### src/rtl/text_pkg.sv
// text_pkg: shared constants and types for the text overlay stage
package text_pkg;
    localparam int CHAR_W       = 8;
    localparam int CHAR_H       = 16;
    localparam int TEXT_LATENCY = 4;
    localparam int FONT_AW      = 11;
    localparam int VGA_CW       = 11;
    typedef enum logic [1:0] {BLANK, PASS, FG, BG} pixel_sel_t;
    typedef struct packed {
        logic [VGA_CW-1:0] hcount;
        logic [VGA_CW-1:0] vcount;
        logic              hsync;
        logic              vsync;
        logic              hblnk;
        logic              vblnk;
        logic [11:0]       rgb;
    } vga_t;
endpackage

### src/rtl/vga_if.sv
// vga_if: timing and colour bundle passed between VGA pipeline stages
interface vga_if;
    import text_pkg::*;
    logic [VGA_CW-1:0] hcount;
    logic [VGA_CW-1:0] vcount;
    logic              hsync;
    logic              vsync;
    logic              hblnk;
    logic              vblnk;
    logic [11:0]       rgb;
    modport in  (input  hcount, vcount, hsync, vsync, hblnk, vblnk, rgb);
    modport out (output hcount, vcount, hsync, vsync, hblnk, vblnk, rgb);
endinterface

### src/rtl/text_blink_timer.sv
// text_blink_timer: counts frames on vblnk rising edges and toggles the blink phase every BLINK_FRAMES frames
module text_blink_timer #(
    parameter int BLINK_FRAMES = 30
) (
    input  logic clk,
    input  logic rst,
    input  logic vblnk,
    output logic phase
);
    localparam int FW = BLINK_FRAMES > 1 ? $clog2(BLINK_FRAMES) : 1;

    logic          vblnk_q;
    logic [FW-1:0] frame_cnt_q, frame_cnt_d;
    logic          phase_q, phase_d;
    logic          rise, wrap;

    always_comb begin
        rise        = vblnk && !vblnk_q;
        wrap        = rise && frame_cnt_q == FW'(BLINK_FRAMES - 1);
        frame_cnt_d = wrap ? '0 : rise ? frame_cnt_q + FW'(1) : frame_cnt_q;
        phase_d     = phase_q ^ wrap;
    end

    always_ff @(posedge clk) begin
        if (rst) begin
            vblnk_q     <= 1'b0;
            frame_cnt_q <= '0;
            phase_q     <= 1'b1;
        end else begin
            vblnk_q     <= vblnk;
            frame_cnt_q <= frame_cnt_d;
            phase_q     <= phase_d;
        end
    end

    assign phase = phase_q;
endmodule

### src/rtl/draw_text_grid.sv
// draw_text_grid: 4-stage text overlay with colours, opaque mode, blinking and a block cursor
module draw_text_grid
    import text_pkg::*;
#(
    parameter int TEXT_POS_X   = 128,
    parameter int TEXT_POS_Y   = 128,
    parameter int COLS         = 32,
    parameter int ROWS         = 8,
    parameter int SCALE        = 2,
    parameter int BLINK_FRAMES = 30
) (
    input  logic                        clk,
    input  logic                        rst,
    vga_if.in                           in,
    vga_if.out                          out,
    output logic [$clog2(COLS*ROWS)-1:0] char_addr,
    input  logic [7:0]                  char_code,
    output logic [FONT_AW-1:0]          font_addr,
    input  logic [7:0]                  font_pixels,
    input  logic [11:0]                 fg_rgb,
    input  logic [11:0]                 bg_rgb,
    input  logic                        opaque,
    input  logic                        blink_en,
    input  logic                        cursor_en,
    input  logic [$clog2(COLS)-1:0]     cursor_col,
    input  logic [$clog2(ROWS)-1:0]     cursor_row
);
    localparam int CW     = $clog2(COLS);
    localparam int RW     = $clog2(ROWS);
    localparam int GRID_W = (COLS * CHAR_W) << SCALE;
    localparam int GRID_H = (ROWS * CHAR_H) << SCALE;

    typedef struct packed {
        vga_t          v;
        logic          in_area;
        logic [RW-1:0] row;
        logic [CW-1:0] col;
        logic [3:0]    line;
        logic [2:0]    bit_idx;
    } stage_t;

    stage_t            s0, s1_q, s2_q, s3_q;
    vga_t              out_d, out_q;
    logic [VGA_CW-1:0] dx, dy;
    logic              phase, glyph, cursor_hit, unused_ok;
    pixel_sel_t        sel;

    always_comb begin
        dx         = in.hcount - VGA_CW'(TEXT_POS_X);
        dy         = in.vcount - VGA_CW'(TEXT_POS_Y);
        s0.v       = '{in.hcount, in.vcount, in.hsync, in.vsync, in.hblnk, in.vblnk, in.rgb};
        s0.in_area = int'(in.hcount) >= TEXT_POS_X && int'(in.hcount) < TEXT_POS_X + GRID_W &&
                     int'(in.vcount) >= TEXT_POS_Y && int'(in.vcount) < TEXT_POS_Y + GRID_H;
        s0.col     = CW'(dx >> (3 + SCALE));
        s0.row     = RW'(dy >> (4 + SCALE));
        s0.line    = 4'(dy >> SCALE);
        s0.bit_idx = ~3'(dx >> SCALE);
    end

    always_ff @(posedge clk) begin
        if (rst) begin
            s1_q  <= '0;
            s2_q  <= '0;
            s3_q  <= '0;
            out_q <= '0;
        end else begin
            s1_q  <= s0;
            s2_q  <= s1_q;
            s3_q  <= s2_q;
            out_q <= out_d;
        end
    end

    // The RAM and ROM each register their address, so each lookup costs exactly one stage.
    assign char_addr = {s1_q.row, s1_q.col};
    assign font_addr = rst ? '0 : {char_code[6:0], s2_q.line};
    assign unused_ok = ^{char_code[7], dx, dy};

    text_blink_timer #(.BLINK_FRAMES(BLINK_FRAMES)) u_blink (
        .clk   (clk),
        .rst   (rst),
        .vblnk (in.vblnk),
        .phase (phase)
    );

    always_comb begin
        glyph      = font_pixels[s3_q.bit_idx];
        cursor_hit = cursor_en && phase && s3_q.col == cursor_col && s3_q.row == cursor_row;
        sel        = (s3_q.v.hblnk || s3_q.v.vblnk) ? BLANK
                   : !s3_q.in_area ? PASS
                   : cursor_hit ? (glyph ? BG : FG)
                   : (glyph && (!blink_en || phase)) ? FG
                   : opaque ? BG : PASS;
        out_d      = s3_q.v;
        out_d.rgb  = sel == FG ? fg_rgb : sel == BG ? bg_rgb : sel == PASS ? s3_q.v.rgb : 12'h000;
    end

    assign out.hcount = out_q.hcount;
    assign out.vcount = out_q.vcount;
    assign out.hsync  = out_q.hsync;
    assign out.vsync  = out_q.vsync;
    assign out.hblnk  = out_q.hblnk;
    assign out.vblnk  = out_q.vblnk;
    assign out.rgb    = out_q.rgb;
endmodule

### src/flat_wrapper.sv
// flat-port wrapper written by rule: the top's interface ports become plain ports
module draw_text_grid_flat import text_pkg::*;
#(
    parameter int TEXT_POS_X   = 128,
    parameter int TEXT_POS_Y   = 128,
    parameter int COLS         = 32,
    parameter int ROWS         = 8,
    parameter int SCALE        = 2,
    parameter int BLINK_FRAMES = 30
)
  (clk, rst, char_addr, char_code, font_addr, font_pixels, fg_rgb, bg_rgb, opaque, blink_en, cursor_en, cursor_col, cursor_row, in_hcount, in_vcount, in_hsync, in_vsync, in_hblnk, in_vblnk, in_rgb, out_hcount, out_vcount, out_hsync, out_vsync, out_hblnk, out_vblnk, out_rgb);
  vga_if in_i ();
  vga_if out_i ();
  input  logic clk;
  input  logic rst;
  output logic [$clog2(COLS*ROWS)-1:0] char_addr;
  input  logic [7:0] char_code;
  output logic [FONT_AW-1:0] font_addr;
  input  logic [7:0] font_pixels;
  input  logic [11:0] fg_rgb;
  input  logic [11:0] bg_rgb;
  input  logic opaque;
  input  logic blink_en;
  input  logic cursor_en;
  input  logic [$clog2(COLS)-1:0] cursor_col;
  input  logic [$clog2(ROWS)-1:0] cursor_row;
  input wire logic [$bits(in_i.hcount)-1:0] in_hcount;
  input wire logic [$bits(in_i.vcount)-1:0] in_vcount;
  input wire logic [$bits(in_i.hsync)-1:0] in_hsync;
  input wire logic [$bits(in_i.vsync)-1:0] in_vsync;
  input wire logic [$bits(in_i.hblnk)-1:0] in_hblnk;
  input wire logic [$bits(in_i.vblnk)-1:0] in_vblnk;
  input wire logic [$bits(in_i.rgb)-1:0] in_rgb;
  output wire logic [$bits(out_i.hcount)-1:0] out_hcount;
  output wire logic [$bits(out_i.vcount)-1:0] out_vcount;
  output wire logic [$bits(out_i.hsync)-1:0] out_hsync;
  output wire logic [$bits(out_i.vsync)-1:0] out_vsync;
  output wire logic [$bits(out_i.hblnk)-1:0] out_hblnk;
  output wire logic [$bits(out_i.vblnk)-1:0] out_vblnk;
  output wire logic [$bits(out_i.rgb)-1:0] out_rgb;
  assign in_i.hcount = in_hcount;
  assign in_i.vcount = in_vcount;
  assign in_i.hsync = in_hsync;
  assign in_i.vsync = in_vsync;
  assign in_i.hblnk = in_hblnk;
  assign in_i.vblnk = in_vblnk;
  assign in_i.rgb = in_rgb;
  assign out_hcount = out_i.hcount;
  assign out_vcount = out_i.vcount;
  assign out_hsync = out_i.hsync;
  assign out_vsync = out_i.vsync;
  assign out_hblnk = out_i.hblnk;
  assign out_vblnk = out_i.vblnk;
  assign out_rgb = out_i.rgb;
  draw_text_grid #(.TEXT_POS_X(TEXT_POS_X), .TEXT_POS_Y(TEXT_POS_Y), .COLS(COLS), .ROWS(ROWS), .SCALE(SCALE), .BLINK_FRAMES(BLINK_FRAMES)) u_core (.clk(clk), .rst(rst), .in(in_i), .out(out_i), .char_addr(char_addr), .char_code(char_code), .font_addr(font_addr), .font_pixels(font_pixels), .fg_rgb(fg_rgb), .bg_rgb(bg_rgb), .opaque(opaque), .blink_en(blink_en), .cursor_en(cursor_en), .cursor_col(cursor_col), .cursor_row(cursor_row));
endmodule
### config.mk
export PLATFORM = sky130hd
export DESIGN_NAME = draw_text_grid_flat
export DESIGN_NICKNAME = d
export VERILOG_FILES = /design/src/rtl/text_pkg.sv /design/src/rtl/vga_if.sv /design/src/rtl/text_blink_timer.sv /design/src/rtl/draw_text_grid.sv /design/src/flat_wrapper.sv
export SDC_FILE = /design/constraint.sdc
export NUM_CORES = 1
export LEC_CHECK = 0
export ABC_AREA = 1
export CAP_MARGIN = 20
export CORE_MARGIN = 5
export CORE_UTILIZATION = 49
export DETAILED_ROUTE_END_ITERATION = 10
export GPL_ROUTABILITY_DRIVEN = 0
export HOLD_SLACK_MARGIN = 0.03
export PLACE_DENSITY = 0.76
export SLEW_MARGIN = 20
export SYNTH_ARGS = -nofsm -noshare
export SYNTH_HDL_FRONTEND = slang
export SYNTH_SLANG_ARGS = --single-unit
### constraint.sdc
create_clock -name clk -period 2.2 [get_ports clk]
set_input_delay 0.44 -clock clk [delete_from_list [all_inputs] [get_ports clk]]
set_output_delay 0.44 -clock clk [all_outputs]
set_load 0.005 [all_outputs]
==> impl_results.md <==
- Clk_lat worst skew: 0.42 ns
- Cell row count: 41
- Final setup violation count: 0
- Number of top-level pins: 148
- DRT Pass-1 Iters: 4
- Fill count: 1046
- Routed vias/inst: about 4.2
- Die Area: between 15000 and 20000 um2
- Netlist cell types: 33
- Total global-route track usage: 0.170
- Hold Crit Class: in2reg
- Critical path type: in2out
- Maximum VDD drop: 0.586 mV
- Setup crit start kind: primary input
- Worst EP arrival: about 1.5 ns
- Slew headroom: 0.782
- Final Skew: 0.00737 ns
- Clock tree buffer depth: 2
- Worst Tran Pin Value: 0.326 ns
- Layout cell share with drive strength beyond 1: 0.0722
- Yosys warns: 0
- Period utilisation layout: 0.885
- Fraction of registers with async set/reset: 0
- Via count: between 4000 and 5000
- Sequential share of the synthesized area: 0.594
- Post-Route WL: ~12000 um
- WP data required: 1.76 ns
- Crit-path max FO: 1
- H-tree depth: 4
- Core ar.: 12600 um2
- Final Critical Period: between 1.5 and 2 ns
- Overflow after GRT: 0
- CTS tree: built
- Power per standard cell area: 815 nW/um2
- Root buffer cell: clkbuf_16
- Post-Synthesis Cells: 771
- Top_reg_cell synth: dfxtp_1
- Clock-pin transition on the worst setup and hold timing paths: 0.06 ns
- First-pass GRT wire length: 19700 um
- Drt wl/cell: between 10 and 15 um
- Mapped cell area: 6230 um2
- Post-synth EDFFs: 0
- Die height: 123 um
- Max_cap viols: 0
- Clock sinks: 185
- Layout Nets: 1011
- Setup TNS: 0 ns
- Syn nets: 866
- DRC: 0
- Post-detail-place hpwl: 8640 um
- Total power: 6.87 mW
- Final Slew Violations: 0
- Vias in the first global route: approximately 4400
- Antenna Nets Post-Route: 0
- DRT iter0 DRCs: 236
- Max Clk Rate: 513 MHz
- Final hold vios: 0
- Leak: 3.79 nW
- Port bufs: 146
- Hold buffers post-CTS: 0
- Largest net degree at the start of global routing: a little over 70
- CTS buffer count: 17
- Initial core utilization: 0.496
- Status: finished, final reports clean
- CP Capture Type: output port
- Area Growth Syn to Fin: 35.2%
- N_diodes: 0
- Synth Register Bits: between 150 and 200
- Syn Area/Cell: 8.08 um2
- Initial antenna violation count: 0
- Die X-Extent: 123 um
- Unrepaired setup endpoints after global routing: no
-- sequential cells by signal (all words and copies together) (netlist names) --
register                    cells
u_core.out.hsync                1
u_core.s1_q                    39
u_core.s2_q                    47
u_core.char_addr                8
u_core.out.vsync                1
u_core.out.hcount              11
u_core.u_blink.frame_cnt_q      5
u_core.s3_q                    24
u_core.out.vblnk                1
u_core.out_d                   23
u_core.u_blink.phase            1
u_core.out.hblnk                1
u_core.out.vcount              11
u_core.out.rgb                 12
-- critical path, stage by stage --
cell	delay (ns)
clkdlybuf4s50_1	0.45
inv_1	0.04
nor2_1	0.07
clkdlybuf4s50_1	0.50
-- logic make-up (layout without fill, tap and decap cells) --
| logic type | Yosys count | after routing | share of synthesized area |
|---|---|---|---|
| flops | 185 | 185 | 0.594 |
| compound gates | 17 | 17 | 0.0173 |
| xor+xnor | 3 | 3 | 0.00422 |
| buf+inv | 238 | 395 | 0.152 |
| simple gates | 324 | 324 | 0.224 |
| fa+ha+maj | 4 | 4 | 0.00803 |
-- timing repair --
action | in CTS | in global routing
buffers inserted | 0 | 0
resized for setup | 0 | 1
endpoints found under the setup margin | 0 | 3
-- metrics by stage --
step / hold WS [ns] / setup WS (ns) / util / instance area, um2 / std cells
final: 0.367 / 0.252 / 0.671 / 8430 / 1100
after global routing: 0.370 / 0.0534 / 0.671 / 8430 / 1100
after CTS: 0.356 / 0.100 / 0.670 / 8420 / 1100
after detailed placement: 0.392 / -0.339 / 0.625 / 7860 / 1069
after global placement: 0.389 / -0.280 / 0.625 / 7860 / 1069
after floorplan: 0.388 / 0.497 / - / 6230 / 771
-- path summary, 6_finish.rpt --
| kind | depth (start not counted) | start | endpoint | slack, ns |
|---|---|---|---|---|
| setup / recovery | 4 | char_code[6] | font_addr[10] | 0.25 |
| hold / removal | 2 | rst | u_core.s2_q[27] | 0.37 |
| setup reg to reg | 12 | u_core.s3_q[0] | u_core.out.rgb[9] | 0.30 |
| hold reg to reg | 2 | u_core.s2_q[41] | u_core.out_d[25] | 0.40 |
-- synthesized netlist by cell type, drive strengths merged, types with 4 or more instances --
cell type / number / share of area
nand4: 15 / 0.015
a21oi: 6 / 0.0048
nand3: 27 / 0.033
buf: 13 / 0.017
nor2: 217 / 0.13
nand2: 54 / 0.034
dfxtp: 185 / 0.59
clkbuf: 21 / 0.013
o21ai: 4 / 0.0032
nor3: 4 / 0.0032
inv: 204 / 0.12
ha: 4 / 0.0080
-- final cells by class --
| class | count | area (um2) | area share |
|---|---|---|---|
| Clock buffer | 18 | 439 | 0.0521 |
| Clock inverter | 13 | 123 | 0.0145 |
| Inverter | 204 | 766 | 0.0909 |
| Multi-Input combinational cell | 348 | 1590 | 0.189 |
| Sequential cell | 185 | 3700 | 0.439 |
| Tap cell | 172 | 215 | 0.0255 |
| Timing Repair Buffer | 160 | 1590 | 0.189 |
-- cells in the final DEF (no fill, tap or decap), types with 2 or more instances in the layout --
cell,count
nor2_1,216
inv_1,202
dfxtp_1,185
clkdlybuf4s50_1,145
nand2_1,51
clkbuf_16,17
nand3_1,15
nand4_1,15
buf_4,12
nand3_2,11
clkinvlp_4,7
a21oi_1,6
o21ai_0,4
nor3_1,4
ha_1,4
nand2_2,3
inv_6,3
inv_2,2
xnor2_1,2
a21o_1,2
nor4_1,2
buf_12,2
-- where the power goes --
group          leakage (nW)  internal, mW  switching, mW
registers              1.52          3.47         0.0378
logic                  2.02         0.282          0.227
clock network         0.253          1.59           1.26
total                  3.79          5.34           1.52
-- routing by layer --
| metal | vias up | share of wire | global-route usage |
|---|---|---|---|
| met5 | - | 0 | 0 |
| met4 | 0 | 0.021 | 0.0763 |
| met3 | 20 | 0.075 | 0.0539 |
| met2 | 129 | 0.49 | 0.283 |
| met1 | 1970 | 0.41 | 0.201 |
| li1 | 2476 | - | - |
(Power assumes the default switching activity.)
